===== src/rtl/io_page_controller.sv =====
// io_page_controller
// Sits between the processor memory bus and the RAM block and owns the IO page.
// Accesses with mem_addr[IO_PAGE_BIT] set go to the memory-mapped IO registers;
// all others are forwarded to RAM. Read data from either source comes back on
// mem_rdata one cycle after mem_rstrb.
//
// IO word offsets (one-hot in mem_addr[4:2]):
//   bit2 LEDS      : write leds (needs wmask[0]), read {27'b0, leds}
//   bit3 UART_DAT  : write starts a serial frame if idle, else sets overrun; reads 0
//   bit4 UART_CNTL : read bit9 = busy, bit10 = overrun (read clears overrun)
//
// Ports:
//   clk, reset                 system clock, synchronous active-high reset
//   mem_addr/wdata/wmask/rstrb processor bus request
//   mem_rdata                  read data to processor
//   ram_rstrb/ram_wmask        strobes forwarded to RAM (suppressed for IO)
//   ram_rdata                  registered RAM read data
//   leds                       LED register
//   uart_txd                   serial output, idle high
module io_page_controller #(
  parameter int CLK_FREQ_HZ = 12000000,
  parameter int BAUD_RATE   = 115200,
  parameter int IO_PAGE_BIT = 22
) (
  input  logic        clk,
  input  logic        reset,
  input  logic [31:0] mem_addr,
  input  logic [31:0] mem_wdata,
  input  logic [3:0]  mem_wmask,
  input  logic        mem_rstrb,
  output logic [31:0] mem_rdata,
  output logic        ram_rstrb,
  output logic [3:0]  ram_wmask,
  input  logic [31:0] ram_rdata,
  output logic [4:0]  leds,
  output logic        uart_txd
);

  localparam int DIV = CLK_FREQ_HZ / BAUD_RATE;
  localparam int CW  = (DIV > 2) ? $clog2(DIV) : 1;
  localparam logic [CW-1:0] BAUD_RELOAD = CW'(DIV - 1);

  typedef enum logic {
    TX_IDLE,
    TX_SHIFT
  } tx_state_t;

  tx_state_t state, state_next;

  logic [CW-1:0] baud_cnt;
  logic [3:0]    bit_cnt;
  logic [9:0]    shift;
  logic          overrun;
  logic          busy;
  logic [31:0]   io_rdata;
  logic          is_io_q;
  logic [31:0]   read_value;

  logic is_io, sel_leds, sel_dat, sel_cntl;
  logic io_write, io_read;
  logic tx_accept, tx_reject, bit_done, frame_done;

  // Only a few address/data bits matter to this block.
  logic unused_bits;
  assign unused_bits = ^{mem_addr, mem_wdata};

  assign is_io    = mem_addr[IO_PAGE_BIT];
  assign sel_leds = mem_addr[2];
  assign sel_dat  = mem_addr[3];
  assign sel_cntl = mem_addr[4];

  assign io_write = is_io & (|mem_wmask);
  assign io_read  = is_io & mem_rstrb;

  assign ram_rstrb = mem_rstrb & ~is_io;
  assign ram_wmask = is_io ? 4'b0000 : mem_wmask;

  // A data write is only taken while idle; one that arrives while a frame is
  // still in flight (including the edge the stop bit ends) is dropped.
  assign tx_accept  = io_write & sel_dat & (state == TX_IDLE);
  assign tx_reject  = io_write & sel_dat & (state != TX_IDLE);
  assign bit_done   = (state == TX_SHIFT) && (baud_cnt == '0);
  assign frame_done = bit_done && (bit_cnt == 4'd9);

  // TX state register
  always_ff @(posedge clk) begin
    if (reset) state <= TX_IDLE;
    else       state <= state_next;
  end

  // TX next-state logic
  always_comb begin
    state_next = state;
    case (state)
      TX_IDLE:  if (tx_accept)  state_next = TX_SHIFT;
      TX_SHIFT: if (frame_done) state_next = TX_IDLE;
      default:  state_next = TX_IDLE;
    endcase
  end

  // TX outputs
  always_comb begin
    busy     = (state != TX_IDLE);
    uart_txd = (state == TX_SHIFT) ? shift[0] : 1'b1;
  end

  // Baud counter and frame shifter. The reload happens on the same edge the
  // shifter advances, so every bit is held for exactly DIV cycles.
  always_ff @(posedge clk) begin
    if (reset) begin
      baud_cnt <= '0;
      bit_cnt  <= 4'd0;
      shift    <= 10'h3FF;
    end else if (tx_accept) begin
      baud_cnt <= BAUD_RELOAD;
      bit_cnt  <= 4'd0;
      shift    <= {1'b1, mem_wdata[7:0], 1'b0};
    end else if (state == TX_SHIFT) begin
      if (bit_done) begin
        baud_cnt <= BAUD_RELOAD;
        bit_cnt  <= bit_cnt + 4'd1;
        shift    <= {1'b1, shift[9:1]};
      end else begin
        baud_cnt <= baud_cnt - 1'b1;
      end
    end
  end

  // Overrun: a rejected write wins over a clearing status read on the same edge.
  always_ff @(posedge clk) begin
    if (reset)                     overrun <= 1'b0;
    else if (tx_reject)            overrun <= 1'b1;
    else if (io_read && sel_cntl)  overrun <= 1'b0;
  end

  always_ff @(posedge clk) begin
    if (reset)
      leds <= 5'd0;
    else if (io_write && sel_leds && mem_wmask[0])
      leds <= mem_wdata[4:0];
  end

  // Several one-hot select bits may be set at once; their values are OR-ed.
  always_comb begin
    read_value = 32'd0;
    if (sel_leds) read_value = read_value | {27'd0, leds};
    if (sel_cntl) read_value = read_value | {21'd0, overrun, busy, 9'd0};
  end

  // Read path register; the source select is captured on every read strobe so
  // that it lines up with RAM's one-cycle latency.
  always_ff @(posedge clk) begin
    if (reset) begin
      io_rdata <= 32'd0;
      is_io_q  <= 1'b0;
    end else if (mem_rstrb) begin
      is_io_q <= is_io;
      if (is_io) io_rdata <= read_value;
    end
  end

  assign mem_rdata = is_io_q ? io_rdata : ram_rdata;

endmodule

===== config.mk =====
export PLATFORM = sky130hd
export DESIGN_NAME = io_page_controller
export DESIGN_NICKNAME = d
export VERILOG_FILES = /design/src/rtl/io_page_controller.sv
export SDC_FILE = /design/constraint.sdc
export NUM_CORES = 1
export LEC_CHECK = 0
export CAP_MARGIN = 20
export CORE_ASPECT_RATIO = 2
export CORE_MARGIN = 3
export CORE_UTILIZATION = 31
export CTS_BUF_LIST = sky130_fd_sc_hd__clkbuf_16
export CTS_CLUSTER_DIAMETER = 50
export DETAILED_ROUTE_END_ITERATION = 8
export GPL_TIMING_DRIVEN = 0
export HOLD_SLACK_MARGIN = 0.12
export PLACE_DENSITY = 0.78
export SLEW_MARGIN = 20
export SYNTH_ARGS = -nofsm -noshare
export SYNTH_HDL_FRONTEND = slang
export SYNTH_SLANG_ARGS = --single-unit

===== constraint.sdc =====
create_clock -name clk -period 1.8 [get_ports clk]
set_clock_uncertainty 0.2 [all_clocks]
set_input_delay 0.36 -clock clk [delete_from_list [all_inputs] [get_ports clk]]
set_output_delay 0.36 -clock clk [all_outputs]
set_load 0.05 [all_outputs]

==> results.yml <==
clocking:
  clock_path_buffers: 2
  hold_buffers: 0
  htreeDepth: 2
  cts_tree: "yes"
  numCtsBuffers: 5
  clock_sinks: 35
  clock_latency_ps: 270
  path_clk_slew_ps: 50
  cts_root_buf: "clkbuf_16"
run_status:
  status: "finished with violations"
  violations: "negative setup slack"
layout:
  multi_input_area_um2: 1270
  num-fill-cells: 512
  ff_latch_area_um2: 709
  finalNetCount: 440
  drive_gt1_share_pct: 39.1
  n_antenna_cell: 0
  area_growth_pct: 77.1
routing:
  postRouteWirelength_mm: 6.66
  drt_pre_antenna_iters: 6
  vias: 2195
  drc_errors: 0
  met1Wirelength_mm: 2.22
  wl_per_cell_um: 16.8
  met2WireLength_mm: 3.62
  ant_nets: 0
  drtIter0Drc: 59
  wl_met3_um: 652
  via_per_inst: 5.54
  top_layer: "met4"
timing:
  timing.slew.headroom_pct: 63.5
  setup_viol: 7
  fin_crit_ps: 1860
  max_freq_mhz: 537
  rsz0062_at_grt: "yes"
  hold_violations: 0
  setup_slack_ps: -61.1
  fin_crit_sh_pct: 103
  slew_viol_final: 0
  worst_hold_slack_ps: 250
  tightestPinTransition_ps: 548
floorplanning:
  die_height_um: 117
  io_pins: 146
  initial_core_util_pct: 32.7
  core_um2: 5860
  dieArea_um2: 7220
  fp.dieW_um: 61.6
  num_rows: 39
logic_synthesis:
  netlist_area_um2: 1920
  synthCells: 226
  ys_ff_latch: 35
  yosys_warnings: 0
  async_flop_share_pct: 0
  synth.net_count: 332
  synth_edf_count: 0
  synth.distinct_cells: 44
  yosysSeqAreaShare_pct: 36.6
  synth_area_per_cell_um2: 8.48
  synthFlopType: "dfxtp_1"
setup_path:
  crit_type: "register to register"
  slowest_delay_ps: 510
  rr_endpoint: "bit_cnt[3]"
  cp_max_fo: 6
  startpoint_type: "register"
  cp-startpoint: "baud_cnt[1]"
  crit_path_end_kind: "register"
  critPathBufInv: 1
  reg2regPathDepth: 5
  cp.required_ps: 1810
  arrival_ps: 1880
  crit_cells: 5
  slowest_stage: "or4b_4"
  worstSetupEndpoint: "bit_cnt[3]"
  critical-path-top-delay-family: "simple AND/OR/NAND/NOR gates"
  r2r-start: "baud_cnt[1]"
  path_cells: "inv_2 > ha_4 > or4b_4 > or4_4 > a21oi_2"
  reg2reg_setup_slack_ps: -60
placed_design:
  pre_cts_ws_ps: -1170
  dp_hpwl_mm: 4.75
  gp_congestion: 0.799
  numPortBuffers: 92
power_and_ir_drop:
  pwr_density_cell_nw_per_um2: 798
  clkPwrFrac_pct: 35.6
  internal_power_w: 0.00186
  p_switching_w: 0.000846
  ir_worst_vdd_uv: 500
  combPwrFrac_pct: 32.4
  switching_share_pct: 31.2
  power_frac_seq_pct: 32.0
  p_leak_nw: 1.43
job:
  drv_cap: 0
grt:
  gr-total-overflow: 0
  antenna_found_initial: 0
  grt_max_degree: 12
  grt_pass1_wl_mm: 10.0
  gr-usage-all-layers_pct: 18.3
  grt_pass1_vias: 2203
worst_hold_path:
  hp-class: "register to register"
[tightest hold or removal path, cell delays in order, from the launching register on]
cell,delay [ps]
dfxtp_1,300
nand2_1,50
a21oi_1,50
[cell families after synthesis]
kind of cell,Yosys count,share of synthesized area [%]
and+or+nand+nor,97,29.8
AOI/OAI and AO/OA,43,15.9
DFF,35,36.6
buffers and inverters,32,7.18
muxes,12,6.73
xor gates and xnor gates,4,1.83
adders and majority gates,3,1.96
[cells in the final DEF (no fill, tap or decap), drive strengths merged, types with 3 or more instances in the layout]
cell / n
a221oi: 3
dlygate4sd2: 8
mux2i: 5
buf: 47
a311oi: 3
nor2: 10
nor3: 3
clkdlybuf4s50: 42
xnor2: 4
dfxtp: 35
a31oi: 8
clkbuf: 26
nor2b: 30
o311ai: 7
nand2b: 4
mux2: 7
a21oi: 13
nor4: 3
nand2: 11
nand4: 9
ha: 3
inv: 12
nand3: 12
[power groups by stage]
stage / logic, W / registers, W / clock network [W]
6_report: 0.000877 / 0.000867 / 0.000963
3_5_place_dp: 0.000794 / 0.000879 / 0
4_1_cts: 0.000833 / 0.000865 / 0.000976
5_1_grt: 0.000931 / 0.000873 / 0.000999
2_1_floorplan: 0.000496 / 0.000883 / 0
3_3_place_gp: 0.000779 / 0.000878 / 0
[layout make-up]
| cell class | count | share of cell area [%] |
|---|---|---|
| plain buffers | 18 | 5.35 |
| clock buffers | 5 | 3.69 |
| clock inverters | 3 | 1.14 |
| inverters | 12 | 1.40 |
| multi-input cells | 160 | 37.5 |
| flip-flops and latches | 35 | 20.9 |
| well taps | 61 | 2.25 |
| repair buffers | 102 | 27.7 |
[through the flow]
step / TNS (ps) / std cells / util (%) / area, um2 / power, W
6_report: -316 / 396 / 57.9 / 3390 / 0.00271
5_1_grt: -522 / 396 / 57.9 / 3390 / 0.00280
3_5_place_dp: -37600 / 379 / 51.3 / 3000 / 0.00167
2_1_floorplan: -1020 / 226 / - / 2000 / 0.00138
3_3_place_gp: -36120 / 379 / 51.3 / 3000 / 0.00166
4_1_cts: -385 / 396 / 56.1 / 3290 / 0.00267
[metal layers]
layer / track usage (%) / vias to the layer above
met2: 37.0 / 126
met4: 7.79 / 0
met5: 0 / -
li1: - / 1036
met3: 3.18 / 12
met1: 16.0 / 1021
[sequential cells by signal, indices dropped and copies added, names as in the netlist]
signal    flops
shift         9
overrun       1
leds          5
io_rdata      7
busy          1
is_io_q       1
bit_cnt       4
baud_cnt      7
[cells in the mapped netlist (2+ instances only)]
master | n | area share [%]
a221oi_1 | 3 | 1.4
buf_6 | 2 | 1.2
nand4_1 | 9 | 2.9
nand2_1 | 11 | 2.2
nor4_1 | 3 | 0.98
a21oi_1 | 13 | 3.4
xnor2_1 | 4 | 1.8
a311oi_1 | 3 | 1.4
nor3_1 | 3 | 0.78
mux2i_1 | 5 | 2.6
dfxtp_1 | 35 | 37
mux2_2 | 7 | 4.1
nand2b_1 | 4 | 1.3
o311ai_1 | 7 | 3.2
nand3_1 | 12 | 3.1
nor4b_1 | 2 | 0.91
buf_2 | 2 | 0.52
ha_1 | 3 | 2.0
nor3b_1 | 2 | 0.78
clkbuf_1 | 15 | 2.9
inv_1 | 12 | 2.4
or4_1 | 2 | 0.78
nor2b_1 | 30 | 9.8
a31oi_1 | 8 | 2.6
nor2_1 | 10 | 2.0
[worst min-delay path by stage]
stage | startpoint | endpoint | cells past startpoint
final | io_rdata[4] | io_rdata[4] | 2
after detailed placement | io_rdata[10] | io_rdata[10] | 2
after global routing | io_rdata[4] | io_rdata[4] | 2
after floorplan | io_rdata[0] | io_rdata[0] | 2
after global placement | io_rdata[4] | io_rdata[4] | 2
after CTS | io_rdata[10] | io_rdata[10] | 2
[timing repair]
action,4_1_cts,5_1_grt
endpoints found under the hold margin,0,0
cloned,4,0
setup endpoints to repair,77,30
setup buffers,6,1
pin swaps,6,2
resized for setup,298,31
Note: power is estimated with default switching activity, not from simulation.
